### config.mk
export PLATFORM = sky130hd
export DESIGN_NAME = demux_deserializer_flat
export DESIGN_NICKNAME = d
export VERILOG_FILES = /design/src/rtl/demux_deserializer_if.sv /design/src/rtl/demux_deserializer.sv /design/src/flat_wrapper.sv
export SDC_FILE = /design/constraint.sdc
export NUM_CORES = 1
export LEC_CHECK = 0
export CAP_MARGIN = 20
export CORE_MARGIN = 1
export CORE_UTILIZATION = 64
export DETAILED_ROUTE_END_ITERATION = 12
export PLACE_DENSITY = 0.95
export RECOVER_POWER = 50
export SYNTH_ARGS = -nofsm -noshare
export SYNTH_HDL_FRONTEND = slang
export SYNTH_SLANG_ARGS = --single-unit
### constraint.sdc
create_clock -name clk -period 4.26 [get_ports clk]
set_input_delay 1.065 -clock clk [delete_from_list [all_inputs] [get_ports clk]]
set_output_delay 1.065 -clock clk [all_outputs]
set_load 0.01 [all_outputs]
### src/rtl/demux_deserializer_if.sv
// demux_deserializer_if
//   Bundles the sampled demux bus and the assembled-word output of the
//   demux deserializer.
//   in_valid  : y/s carry a valid bit this cycle
//   s         : channel select that was driven to the demux
//   y         : demux outputs, y[s] is the data bit
//   out_ready : downstream accepts the presented word
//   out_valid : out_ch/out_data valid
//   out_ch    : source channel of out_data
//   out_data  : assembled WIDTH-bit word
//   overflow  : sticky per-channel word-drop flags
//   err       : sticky demux protocol error
//   Modports: master drives the bit stream and ready, slave is the deserializer.
interface demux_deserializer_if #(parameter int WIDTH = 8);
  logic             in_valid;
  logic [1:0]       s;
  logic [3:0]       y;
  logic             out_ready;
  logic             out_valid;
  logic [1:0]       out_ch;
  logic [WIDTH-1:0] out_data;
  logic [3:0]       overflow;
  logic             err;

  modport master (
    output in_valid, s, y, out_ready,
    input  out_valid, out_ch, out_data, overflow, err
  );

  modport slave (
    input  in_valid, s, y, out_ready,
    output out_valid, out_ch, out_data, overflow, err
  );
endinterface

### src/rtl/demux_deserializer.sv
// demux_deserializer
//   Samples a 1x4 demux (y[3:0] with select s) and reassembles each channel's
//   serial stream, LSB first, into WIDTH-bit words. Each channel has a single
//   holding register; full words leave through one valid/ready output chosen
//   by a round-robin arbiter.
//   clk : rising-edge clock
//   rst : synchronous active-high reset
//   bus : demux_deserializer_if.slave (bit input, word output, flags)
module demux_deserializer #(
  parameter int WIDTH = 8
) (
  input logic                  clk,
  input logic                  rst,
  demux_deserializer_if.slave  bus
);

  localparam int CW = $clog2(WIDTH);

  logic [WIDTH-1:0] shift_q [4];
  logic [CW-1:0]    cnt_q   [4];
  logic [WIDTH-1:0] hold_q  [4];
  logic [3:0]       pend_q;
  logic [1:0]       rr_q;
  logic [3:0]       ov_q;
  logic             err_q;
  logic             out_valid_q;
  logic [1:0]       out_ch_q;
  logic [WIDTH-1:0] out_data_q;

  logic [CW-1:0]    cur_cnt;
  logic             cur_bit;
  logic             last_bit;
  logic [WIDTH-1:0] word;
  logic [1:0]       pick;
  logic [1:0]       idx;
  logic             any_pend;
  logic             load;
  logic [3:0]       pop_vec;
  logic [3:0]       set_vec;
  logic             accept;
  logic             drop;
  logic             err_hit;

  assign cur_cnt  = cnt_q[bus.s];
  assign cur_bit  = bus.y[bus.s];
  assign last_bit = bus.in_valid && (cur_cnt == CW'(WIDTH - 1));

  // Completed word: earlier bits from the shift register, top bit straight
  // from the bus so the word lands in hold on the same edge.
  always_comb begin
    word            = shift_q[bus.s];
    word[WIDTH-1]   = cur_bit;
  end

  // Round-robin: scan offsets from far to near so the nearest set bit
  // starting at rr wins.
  always_comb begin
    pick = '0;
    idx  = '0;
    for (int i = 3; i >= 0; i--) begin
      idx = rr_q + 2'(i);
      if (pend_q[idx]) pick = idx;
    end
  end

  assign any_pend = |pend_q;
  assign load     = !out_valid_q || bus.out_ready;
  assign pop_vec  = (load && any_pend) ? (4'b0001 << pick) : 4'b0000;

  // A pop of the same channel on this edge frees the holding register.
  assign accept  = last_bit && (!pend_q[bus.s] || pop_vec[bus.s]);
  assign drop    = last_bit && !accept;
  assign set_vec = accept ? (4'b0001 << bus.s) : 4'b0000;
  assign err_hit = bus.in_valid && |(bus.y & ~(4'b0001 << bus.s));

  always_ff @(posedge clk) begin
    if (rst) begin
      for (int c = 0; c < 4; c++) begin
        shift_q[c] <= '0;
        cnt_q[c]   <= '0;
        hold_q[c]  <= '0;
      end
      pend_q      <= '0;
      rr_q        <= '0;
      ov_q        <= '0;
      err_q       <= 1'b0;
      out_valid_q <= 1'b0;
      out_ch_q    <= '0;
      out_data_q  <= '0;
    end else begin
      if (bus.in_valid) begin
        shift_q[bus.s][cur_cnt] <= cur_bit;
        cnt_q[bus.s]            <= last_bit ? '0 : cur_cnt + 1'b1;
      end
      if (accept) hold_q[bus.s] <= word;
      if (drop)   ov_q[bus.s]   <= 1'b1;
      if (err_hit) err_q        <= 1'b1;
      pend_q <= (pend_q & ~pop_vec) | set_vec;

      if (load) begin
        if (any_pend) begin
          out_valid_q <= 1'b1;
          out_ch_q    <= pick;
          out_data_q  <= hold_q[pick];
          rr_q        <= pick + 2'd1;
        end else begin
          out_valid_q <= 1'b0;
        end
      end
    end
  end

  assign bus.out_valid = out_valid_q;
  assign bus.out_ch    = out_ch_q;
  assign bus.out_data  = out_data_q;
  assign bus.overflow  = ov_q;
  assign bus.err       = err_q;

endmodule
### src/flat_wrapper.sv
// flat-port wrapper written by rule: the top's interface ports become plain ports
module demux_deserializer_flat 
#(
  parameter int WIDTH = 8
)
  (clk, rst, bus_in_valid, bus_s, bus_y, bus_out_ready, bus_out_valid, bus_out_ch, bus_out_data, bus_overflow, bus_err);
  demux_deserializer_if #(.WIDTH(WIDTH)) bus_i ();
  input logic clk;
  input logic rst;
  input wire logic [$bits(bus_i.in_valid)-1:0] bus_in_valid;
  input wire logic [$bits(bus_i.s)-1:0] bus_s;
  input wire logic [$bits(bus_i.y)-1:0] bus_y;
  input wire logic [$bits(bus_i.out_ready)-1:0] bus_out_ready;
  output wire logic [$bits(bus_i.out_valid)-1:0] bus_out_valid;
  output wire logic [$bits(bus_i.out_ch)-1:0] bus_out_ch;
  output wire logic [$bits(bus_i.out_data)-1:0] bus_out_data;
  output wire logic [$bits(bus_i.overflow)-1:0] bus_overflow;
  output wire logic [$bits(bus_i.err)-1:0] bus_err;
  assign bus_i.in_valid = bus_in_valid;
  assign bus_i.s = bus_s;
  assign bus_i.y = bus_y;
  assign bus_i.out_ready = bus_out_ready;
  assign bus_out_valid = bus_i.out_valid;
  assign bus_out_ch = bus_i.out_ch;
  assign bus_out_data = bus_i.out_data;
  assign bus_overflow = bus_i.overflow;
  assign bus_err = bus_i.err;
  demux_deserializer #(.WIDTH(WIDTH)) u_core (.clk(clk), .rst(rst), .bus(bus_i));
endmodule
* Yosys cells after proc, flatten, opt, wreduce, memory -nomap -nowiden
Memories as Yosys holds them, arrays and structs flattened. A register that Yosys moved wholly into a read port is not among the register bits. Index checks and enable logic that the tools add are counted.
Word-level totals: flip-flop bits (word level) 14, memory bits (writable) 76, logic and storage cells 93, memories 3
Cells by class: $add $sub $neg 5, $lt $le $gt $ge 8, eq/ne operators 1, shift operators 2, mux-type cells 44, bitwise operators 6, reductions and logical operators 18
Memories:
- u_core.hold_q | words 4, width 8, rd ports 1, clocked after memory_dff 1, write ports 4, RTL line demux_deserializer.sv:21 | logic [WIDTH-1:0] hold_q [4];
- u_core.shift_q | words 4, width 8, rd ports 1, clocked after memory_dff 0, write ports 4, RTL line demux_deserializer.sv:19 | logic [WIDTH-1:0] shift_q [4];
- u_core.cnt_q | words 4, width 3, rd ports 1, clocked after memory_dff 0, write ports 4, RTL line demux_deserializer.sv:20 | logic [CW-1:0] cnt_q [4];
Operators with widths (number):
- $mux W8 | 4
- $mux W1 | 20
- $reduce_or A8 Y1 | 2
- $lt A2 B3 Y1 const B | 5
- $bmux W1 S2 | 7
- $mux W2 | 7
- $and A4 B4 Y4 | 2
- $mux W4 | 2
- $not A4 Y4 | 2
- $or A4 B4 Y4 | 2
- $reduce_or A4 Y1 | 2
- $shl A1 B2 Y4 const A | 2
- $logic_and A1 B1 Y1 | 7
- $mux W3 | 2
- $add A2 B1 Y2 const B | 2
- $add A2 B2 Y2 const B | 2
- $lt A3 B4 Y1 const B | 1
- $add A3 B1 Y3 const B | 1
- $demux W1 S3 | 1
- $eq A3 B3 Y1 const B | 1
- $ge A3 B1 Y1 const B | 1
- $logic_not A1 Y1 | 3
- $reduce_or A3 Y1 | 1
- $demux W1 S2 | 1
- 3 further kinds | 4

* Logic depth before layout (Yosys ltp)
depth in word-level cells 18, depth in mapped cells 9, mapped depth without buffers 7

* Worst setup path after synthesis
No wires, ideal clock.
path type input-to-reg, from in bus_s[0], to mem u_core.cnt_q[0][0] in the netlist's numbering (data pin), arrival time 2.818 ns, path slack 1.284 ns, stages on the path 6, buffers on the path 1, cell sequence buf_2 -> mux4_2 -> ha_1 -> ha_1 -> or3_1 -> nor3_1
RTL lines:
- start, declared | RTL line flat_wrapper.sv:11 | input wire logic [$bits(bus_i.s)-1:0] bus_s;
- end, declared | RTL line demux_deserializer.sv:20

==> flow_summary.ini <==
[detailed_routing]
vias = 3581
wirelength_um = 10500
drc_errors = 0
wl_per_cell_um = 18.9
vias_per_cell = 6.46
ant_nets = 0
firstDrtPassIters = 5
drt_iter0_drc = 363

[floorplanning]
pin_count = 26
initial_core_util_pct = 66.9
die_height_um = 86.7
core_mm2 = 0.00687
die-area_mm2 = 0.00752
die_w_um = 86.7
rows = 30

[timing]
clock.fmax_ghz = 0.265
fin_crit_ns = 3.78
tns_ns = 0
max_slew_margin_pct = 32.6
worstMarginPinSlew_ns = 1.00
whs_ns = 0.467
finalHoldViolCount = 0
setup_violations = 0
clock_skew_ns = 0.0143
grt_setup_unrepaired = false
maxSlewViolCount = 0
min_period_over_period_pct = 88.7

[synth]
synth_nets = 443
synthAdderAreaFrac_pct = 0.545
synth_top_area_share_pct = 47.1
ys_seq_elements = 94
synth_top_family_by_area = simple AND/OR/NAND/NOR gates
synth_xor_area_share_pct = 0.191
synth_enable_flop_cells = 72
ys_seq_area_share_pct = 56.7
synthCells = 431
synth-compound-area-share_pct = 13.3
yosys_warnings = 0
synth_top_area_cell = edfxtp_1
synth_simple_gate_area_share_pct = 17.6
synth.avg_cell_area_um2 = 10.7
synth_cell_types = 53
synth.mux.area_fraction_pct = 8.17
synth_area_mm2 = 0.00459
synthFlopType = edfxtp_1
synth_area_leaders = edfxtp_1 47%, dfxtp_1 9.6%, nor2_1 8.1%, mux2i_1 3.9%, nand2_1 2.9%
synthArstFlopShare_pct = 0

[grt]
grt_pass1_wl_um = 16800
antenna_found_initial = 0
grt_usage_pct = 30.5
grt_max_degree = 21
grt_overflow_total = 0
grt_pass1_vias = 3445

[worst_setup_path]
start_kind = input pin
path_delay_family = buffers and inverters
worstPathArrival_ns = 3.99
max_stage_delay_ns = 0.79
r2r_slack_ns = 1.32
worstPathRequired_ns = 4.47
cp-end-kind = register
crit_chain = dlygate4sd3_1 -> buf_4 -> clkbuf_1 -> nand2_1 -> a211oi_1 -> mux2_1 -> o211ai_4 -> nor2_1
crit_buf_inv = 3
crit_type = input pin to register
slowest_stage = dlygate4sd3_1
crit_fanout = 16

[pwr]
pwr_density_cell_mw_per_mm2 = 357
ir_drop_uv = 268
p_leak_nw = 1.90

[finish]
final_util_pct = 74.0
area_delta_synth_final_pct = 10.7
layout-drive-gt1-share_pct = 10.7
antennaDiodeCount = 0
nets = 465
fillCellCount = 451

[clock_tree]
h-tree-depth = 3
cts.repair.resized = 0
cts_setup_buffers = 0
cts_root_buffer = clkbuf_8
path_clk_slew_ns = 0.10
cts_tree = yes
clock_latency_ns = 0.37
cts_buffers = 9
cts.sinks = 94
ctsLongestPathBuffers = 2
ctsHoldBuffers = 0

[worst_hold_path]
min_path_type = register to register

[placement]
portBuffers = 25
gp_congestion = 0.896
dpl.hpwl_um = 7420

[run]
max_cap_violations = 0

[status]
status = completed
==> cells in the mapped netlist (9+ instances only) <==
cell,number
dfxtp_1,22
a31o_2,9
o21ai_0,19
and3_1,11
nor2_1,99
inv_1,14
a211oi_1,10
a21oi_1,16
mux2i_1,18
nand3_1,13
nand2_1,36
edfxtp_1,72
==> where the power goes <==
group	internal (mW)	leakage (nW)	switching (mW)	total, mW
Combinational	0.0539	0.874	0.116	0.170
Clock	0.304	0.107	0.310	0.614
Sequential	1.02	0.916	0.0127	1.03
==> state kept, by name, summed over array words and instances (netlist names) <==
register              flops
u_core.bus.out_valid      1
u_core.hold_q            32
u_core.pend_q             4
u_core.cnt_q             12
u_core.bus.overflow       4
u_core.rr_q               2
u_core.bus.err            1
u_core.bus.out_data       8
u_core.bus.out_ch         2
u_core.shift_q           28
==> cell type report <==
type                    instances  area [µm²]  share of cell area (%)
repair buffers                 33         288                    5.66
clock buffers                  11         151                    2.98
flip-flops and latches         94        2600                    51.2
inverters                      14        52.6                    1.03
multi-input cells             301        1820                    35.7
clock inverters                 5        56.3                    1.11
well taps                      96         120                    2.36
==> logic make-up (layout without fill, tap and decap cells) <==
family	count (synthesis)	in the layout
AND/OR/NAND/NOR	186	186
multiplexers	31	31
XOR/XNOR	1	1
buffers and inverters	36	63
AO/OA/AOI/OAI	81	81
flip-flops	94	94
adder cells (fa/ha/maj)	2	2
==> tightest hold or removal path: cells and delay by family (launching register included) <==
| family | cells | cell delay, ns |
|---|---|---|
| flops | 1 | 0.32 |
| compound gates | 1 | 0.05 |
| simple gates | 1 | 0.05 |
==> layout by cell type (no fill, tap or decap), drive strengths merged, types with 2 or more instances in the layout <==
master / n
clkdlybuf4s50: 6
inv: 15
ha: 2
a2111oi: 2
clkinv: 3
mux4: 4
o211ai: 2
nor3: 8
buf: 2
dlygate4sd3: 19
and2: 3
edfxtp: 72
a31oi: 2
nand3: 13
and3: 11
mux2: 9
clkbuf: 17
mux2i: 18
a32o: 3
nor2: 100
a21oi: 16
o21ai: 24
nand2: 38
a31o: 9
a41o: 3
a211oi: 10
dfxtp: 22
nor2b: 8
==> metrics by stage <==
| stage | instances | total power [mW] | area [µm²] | setup WS (ns) |
|---|---|---|---|---|
| after global routing | 554 | 1.87 | 5090 | 0.349 |
| after detailed placement | 538 | 1.22 | 4920 | 0.481 |
| final | 554 | 1.82 | 5090 | 0.482 |
| after global placement | 538 | 1.21 | 4920 | 0.533 |
| after CTS | 554 | 1.82 | 5120 | 0.845 |
| after floorplan | 431 | 1.16 | 4590 | 1.28 |
==> metal layers <==
| metal | vias to the layer above | part of all wire, % | wire, µm | global-route usage, % |
|---|---|---|---|---|
| met4 | 0 | 3.4 | 354 | 16.1 |
| met1 | 1722 | 36 | 3790 | 36.0 |
| met2 | 229 | 51 | 5350 | 52.4 |
| met3 | 32 | 9.4 | 982 | 6.57 |
| li1 | 1598 | - | - | - |
| met5 | - | 0 | 0 | 0 |
==> worst paths after layout <==
path | cells after the start | startpoint | endpoint
max | 8 | bus_s[0] | u_core.hold_q[0][3]
min | 2 | u_core.bus.out_ch[0] | u_core.bus.out_ch[0]
max reg2reg | 6 | u_core.pend_q[0] | u_core.hold_q[2][2]
min reg2reg | 2 | u_core.bus.out_ch[0] | u_core.bus.out_ch[0]
(Power assumes the default switching activity.)
